**src/rtl/inst_stim_gen_if.sv**
```systemverilog
// Handshake/bus bundle between the stimulus generator and its consumer.
interface inst_stim_gen_if;
  logic        start;
  logic [15:0] seed;
  logic [7:0]  num_inst;
  logic        mode;
  logic        out_ready;
  logic        out_valid;
  logic [15:0] inst;
  logic [15:0] rand_data;
  logic        busy;
  logic        done;
  logic [7:0]  inst_cnt;

  // Generator side
  modport master (
    input  start, seed, num_inst, mode, out_ready,
    output out_valid, inst, rand_data, busy, done, inst_cnt
  );

  // Consumer / controller side
  modport slave (
    output start, seed, num_inst, mode, out_ready,
    input  out_valid, inst, rand_data, busy, done, inst_cnt
  );
endinterface

```
**src/rtl/inst_stim_gen.sv**
```systemverilog
// Stimulus source: emits (inst, rand_data) pairs from two seeded Galois LFSRs
// under a valid/ready handshake, num_inst pairs per run.
module inst_stim_gen #(
  parameter logic [15:0] SEED_FALLBACK_A = 16'hACE1,
  parameter logic [15:0] SEED_FALLBACK_B = 16'h531E
) (
  input  logic           clk,
  input  logic           rst_n,
  inst_stim_gen_if.master bus
);

  typedef enum logic [1:0] {S_IDLE, S_RUN, S_DONE} state_t;

  localparam logic [15:0] TAPS   = 16'hB400;
  localparam logic [3:0]  OP_MAX = 4'd12;

  state_t      state_q, state_d;
  logic [15:0] lfsr_a_q, lfsr_b_q;
  logic [8:0]  remaining_q;       // 9 bits so a 256-pair run fits
  logic [3:0]  op_seq_q;
  logic        mode_q;
  logic [15:0] inst_q, rand_q;
  logic [7:0]  cnt_q;

  logic        xfer;
  logic        last_xfer;
  logic        load;
  logic [15:0] seed_a, seed_b;
  logic [15:0] lfsr_a_nx, lfsr_b_nx;
  logic [3:0]  op_seq_nx;
  logic        out_valid, busy, done;

  function automatic logic [15:0] lfsr_step(input logic [15:0] l);
    return {1'b0, l[15:1]} ^ (l[0] ? TAPS : 16'h0000);
  endfunction

  // Opcode folding keeps random opcodes in 0..12 (13..15 map to 0..2).
  function automatic logic [15:0] mk_inst(input logic md, input logic [3:0] seq,
                                          input logic [15:0] b);
    logic [3:0] op;
    if (md) op = (b[15:12] > OP_MAX) ? (b[15:12] - 4'd13) : b[15:12];
    else    op = seq;
    return {op, b[11:0]};
  endfunction

  assign seed_a    = (bus.seed == 16'h0000) ? SEED_FALLBACK_A : bus.seed;
  assign seed_b    = (~bus.seed == 16'h0000) ? SEED_FALLBACK_B : ~bus.seed;
  assign lfsr_a_nx = lfsr_step(lfsr_a_q);
  assign lfsr_b_nx = lfsr_step(lfsr_b_q);
  assign op_seq_nx = (op_seq_q == OP_MAX) ? 4'd0 : op_seq_q + 4'd1;

  // State register
  always_ff @(posedge clk or negedge rst_n) begin
    if (!rst_n) state_q <= S_IDLE;
    else        state_q <= state_d;
  end

  // Next-state and handshake/status outputs
  always_comb begin
    state_d   = state_q;
    out_valid = 1'b0;
    busy      = 1'b0;
    done      = 1'b0;
    load      = 1'b0;
    xfer      = 1'b0;
    last_xfer = 1'b0;
    case (state_q)
      S_IDLE: begin
        if (bus.start) begin
          load    = 1'b1;
          state_d = S_RUN;
        end
      end
      S_RUN: begin
        out_valid = 1'b1;
        busy      = 1'b1;
        xfer      = bus.out_ready;
        last_xfer = xfer && (remaining_q == 9'd1);
        if (last_xfer) state_d = S_DONE;
      end
      S_DONE: begin
        busy    = 1'b1;
        done    = 1'b1;
        state_d = S_IDLE;
      end
      default: state_d = S_IDLE;
    endcase
  end

  // Datapath: seed load on start, advance on each transfer, hold otherwise.
  // The presented pair is not refreshed on the final transfer so the last
  // pair stays visible after the run ends.
  always_ff @(posedge clk or negedge rst_n) begin
    if (!rst_n) begin
      lfsr_a_q    <= 16'h0000;
      lfsr_b_q    <= 16'h0000;
      remaining_q <= 9'd0;
      op_seq_q    <= 4'd0;
      mode_q      <= 1'b0;
      inst_q      <= 16'h0000;
      rand_q      <= 16'h0000;
      cnt_q       <= 8'h00;
    end else if (load) begin
      lfsr_a_q    <= seed_a;
      lfsr_b_q    <= seed_b;
      mode_q      <= bus.mode;
      remaining_q <= (bus.num_inst == 8'd0) ? 9'd256 : {1'b0, bus.num_inst};
      op_seq_q    <= 4'd0;
      cnt_q       <= 8'h00;
      rand_q      <= seed_a;
      inst_q      <= mk_inst(bus.mode, 4'd0, seed_b);
    end else if (xfer) begin
      lfsr_a_q    <= lfsr_a_nx;
      lfsr_b_q    <= lfsr_b_nx;
      remaining_q <= remaining_q - 9'd1;
      op_seq_q    <= op_seq_nx;
      cnt_q       <= cnt_q + 8'd1;
      if (!last_xfer) begin
        rand_q <= lfsr_a_nx;
        inst_q <= mk_inst(mode_q, op_seq_nx, lfsr_b_nx);
      end
    end
  end

  assign bus.out_valid = out_valid;
  assign bus.busy      = busy;
  assign bus.done      = done;
  assign bus.inst      = inst_q;
  assign bus.rand_data = rand_q;
  assign bus.inst_cnt  = cnt_q;

endmodule

```
**src/flat_wrapper.sv**
```systemverilog
// flat-port wrapper written by rule: the top's interface ports become plain ports
module inst_stim_gen_flat 
#(
  parameter logic [15:0] SEED_FALLBACK_A = 16'hACE1,
  parameter logic [15:0] SEED_FALLBACK_B = 16'h531E
)
  (clk, rst_n, bus_start, bus_seed, bus_num_inst, bus_mode, bus_out_ready, bus_out_valid, bus_inst, bus_rand_data, bus_busy, bus_done, bus_inst_cnt);
  inst_stim_gen_if bus_i ();
  input  logic clk;
  input  logic rst_n;
  input wire logic [$bits(bus_i.start)-1:0] bus_start;
  input wire logic [$bits(bus_i.seed)-1:0] bus_seed;
  input wire logic [$bits(bus_i.num_inst)-1:0] bus_num_inst;
  input wire logic [$bits(bus_i.mode)-1:0] bus_mode;
  input wire logic [$bits(bus_i.out_ready)-1:0] bus_out_ready;
  output wire logic [$bits(bus_i.out_valid)-1:0] bus_out_valid;
  output wire logic [$bits(bus_i.inst)-1:0] bus_inst;
  output wire logic [$bits(bus_i.rand_data)-1:0] bus_rand_data;
  output wire logic [$bits(bus_i.busy)-1:0] bus_busy;
  output wire logic [$bits(bus_i.done)-1:0] bus_done;
  output wire logic [$bits(bus_i.inst_cnt)-1:0] bus_inst_cnt;
  assign bus_i.start = bus_start;
  assign bus_i.seed = bus_seed;
  assign bus_i.num_inst = bus_num_inst;
  assign bus_i.mode = bus_mode;
  assign bus_i.out_ready = bus_out_ready;
  assign bus_out_valid = bus_i.out_valid;
  assign bus_inst = bus_i.inst;
  assign bus_rand_data = bus_i.rand_data;
  assign bus_busy = bus_i.busy;
  assign bus_done = bus_i.done;
  assign bus_inst_cnt = bus_i.inst_cnt;
  inst_stim_gen #(.SEED_FALLBACK_A(SEED_FALLBACK_A), .SEED_FALLBACK_B(SEED_FALLBACK_B)) u_core (.clk(clk), .rst_n(rst_n), .bus(bus_i));
endmodule
```
**config.mk**
```make
export PLATFORM = sky130hd
export DESIGN_NAME = inst_stim_gen_flat
export DESIGN_NICKNAME = d
export VERILOG_FILES = /design/src/rtl/inst_stim_gen_if.sv /design/src/rtl/inst_stim_gen.sv /design/src/flat_wrapper.sv
export SDC_FILE = /design/constraint.sdc
export NUM_CORES = 1
export LEC_CHECK = 0
export BUFFER_PORTS_ARGS = -buffer_cell sky130_fd_sc_hd__buf_2
export CAP_MARGIN = 0
export CORE_UTILIZATION = 52
export CTS_BUF_LIST = sky130_fd_sc_hd__clkbuf_2 sky130_fd_sc_hd__clkbuf_4 sky130_fd_sc_hd__clkbuf_8
export CTS_CLUSTER_DIAMETER = 80
export DETAILED_ROUTE_END_ITERATION = 8
export HOLD_SLACK_MARGIN = 0.15
export PLACE_DENSITY = 0.79
export SLEW_MARGIN = 20
export SYNTH_ARGS = -nofsm -noshare
export SYNTH_HDL_FRONTEND = slang
export SYNTH_SLANG_ARGS = --single-unit
```
**constraint.sdc**
```tcl
create_clock -name clk -period 3.6 [get_ports clk]
set_input_delay 0.54 -clock clk [delete_from_list [all_inputs] [get_ports clk]]
set_output_delay 0.54 -clock clk [all_outputs]
set_load 0.1 [all_outputs]
```
==> out/qor.yml <==
layout_common_cells: "125 x nand2_1, 88 x dfrtp_1, 70 x buf_2"
grt_pass1_wl_mm: 18.6
synth.distinct_cells: 43
num_vias: 3887
fp.dieW_um: 94.4
die_h_um: 94.4
wl_per_cell_um: 16.5
syn-num-nets: 538
hold_buffers: 0
crit_type: "flop to flop"
slowest_delay_ns: 0.52
grt_pass1_vias: 3785
ys.warnings.count: 0
grt_max_degree: 89
fin_skew_ns: 0.0174
core-area_mm2: 0.00822
grt-ovfl-total: 0
routed_wl_mm: 10.9
drt_first_iter_violations: 341
grt_usage: 0.270
setup_viol: 0
slew_headroom: 0.423
fill_cells: 726
clk_latency_ns: 0.37
max_cap_viol_count: 0
die-area_mm2: 0.00890
io_buffers: 71
drt_pass1_iterations: 5
cts_tree: "yes"
cp-start-kind: "flop"
critPathTopFamily: "simple AND/OR/NAND/NOR gates"
antenna_found_initial: 0
root_buffer: "clkbuf_8"
crit_start: "u_core.state_q[1]$_DFFE_PN0P_"
clockBufferDepth: 2
cp_cell_sequence: "inv_1 -> ha_1 -> and2_1 -> buf_4 -> nand2_1 -> nor3_1 -> a221o_1"
cts.clk_slew.worst_paths_ns: 0.10
worst_hold_path_type: "input pin to async pin"
gp_congestion: 0.829
layout_commonest_cell: "nand2_1"
end_kind: "flop"
syn_to_final_growth_pct: 14.0
cp_max_fo: 24
r2r_start: "u_core.state_q[1]$_DFFE_PN0P_"
antenna_left: 0
arrival_ns: 2.93
finalHoldViolations: 0
via_per_inst: 5.85
critPathSlowestCell: "nand2_1"
postCtsSetupRepairBufs: 0
slew_viol_final: 0
row_count: 33
placedCellCount: 648
tns_ns: 0
hpwl_mm: 7.39
r2r_slack_ns: 0.97
period_share: 0.730
rsz0062_at_grt: "no"
diodes: 0
crit_buf_inv: 2
critPathRequiredTime_ns: 3.90
io-pin-count: 72
cts-buffers-inserted: 9
ys_ff_latch: 88
initial_core_util: 0.540
worstMarginPinSlew_ns: 0.866
max_freq_mhz: 380
instances_no_fill: 664
cts_sinks: 88
outcome: "completed"
syn_area_per_cell_um2: 8.89
ctsResizeCount: 0
period_minus_slack_ns: 2.63
seq_area_frac_synth: 0.496
drive_gt1_frac: 0.184
syn_area_mm2: 0.00444
syn_inst: 499
nets: 593
drc: 0
h-tree-depth: 3
-- cell families (layout without fill, tap and decap cells) --
| group | after synthesis | count (layout) | synth area share |
|---|---|---|---|
| AND/OR/NAND/NOR | 208 | 208 | 0.214 |
| AO/OA/AOI/OAI | 130 | 130 | 0.179 |
| flip-flops | 88 | 88 | 0.496 |
| buffers and inverters | 41 | 101 | 0.0375 |
| XOR/XNOR | 19 | 19 | 0.0375 |
| adder cells (fa/ha/maj) | 10 | 10 | 0.0282 |
| multiplexers | 3 | 3 | 0.00705 |
-- cells in the mapped netlist (all sizes together) --
master,count,area share
clkbuf,13,0.011
nor4b,1,0.0020
nand2b,2,0.0028
ha,10,0.028
or3,4,0.0056
xor2,9,0.018
nor3,14,0.016
and2,2,0.0028
a21oi,34,0.039
nand2,126,0.11
nor2,24,0.022
nor2b,3,0.0042
o211ai,7,0.012
or4,1,0.0025
xnor2,10,0.020
a221o,3,0.0068
a211oi,2,0.0034
mux2i,2,0.0045
dfrtp,88,0.50
o31a,1,0.0020
nor4,9,0.019
o22a,1,0.0020
mux2,1,0.0025
nand4,8,0.011
and4b,1,0.0023
buf,20,0.020
o21ai,39,0.045
and3,7,0.0099
o31ai,1,0.0017
nand3,5,0.0056
a31oi,27,0.038
inv,8,0.0068
a311oi,2,0.0039
a32oi,12,0.024
a21boi,1,0.0017
nand3b,1,0.0017
-- per-stage QoR --
step	setup WS [ns]	area [µm²]	utilization	hold WS [ns]
after global placement	1.15	4840	0.589	0.473
after floorplan	1.19	4440	-	0.244
after global routing	0.704	5050	0.615	0.286
after CTS	1.02	5040	0.614	0.384
final	0.971	5050	0.615	0.228
after detailed placement	1.04	4840	0.589	0.473
-- metal layers --
metal,up-vias,wire (µm),GRT usage
met1,1849,4920,0.389
li1,1878,-,-
met2,144,5160,0.418
met5,-,0,0
met4,0,188,0.0936
met3,16,657,0.0403
-- area by class of cell --
| cell class | count | area, µm² | share of cell area |
|---|---|---|---|
| flip-flops and latches | 88 | 2200 | 0.436 |
| multi-input cells | 370 | 2080 | 0.411 |
| repair buffers | 77 | 407 | 0.0804 |
| well taps | 105 | 131 | 0.0260 |
| clock buffers | 9 | 124 | 0.0245 |
| clock inverters | 7 | 83.8 | 0.0166 |
| inverters | 8 | 30.0 | 0.00594 |
-- state kept, by name, indices dropped and copies added (netlist names) --
signal / cells
u_core.bus.inst: 16
u_core.bus.rand_data: 16
u_core.lfsr_a_q: 16
u_core.lfsr_b_q: 16
u_core.remaining_q: 9
u_core.bus.inst_cnt: 8
u_core.op_seq_q: 4
u_core.state_q: 2
u_core.mode_q: 1
-- worst paths after layout --
kind,to,cells past startpoint
max,u_core.bus.inst[12]$_DFFE_PN0P_,7
min,u_core.remaining_q[5]$_DFFE_PN0P_,1
max reg2reg,u_core.bus.inst[12]$_DFFE_PN0P_,7
min reg2reg,u_core.bus.rand_data[7]$_DFFE_PN0P_,2
max in group asynchronous,u_core.lfsr_b_q[6]$_DFFE_PN0P_,1
min in group clk,u_core.remaining_q[5]$_DFFE_PN0P_,3
Power is left out: the tool's default activity adds up to more than one toggle a clock period on the data nets, which glitch-free logic cannot reach.
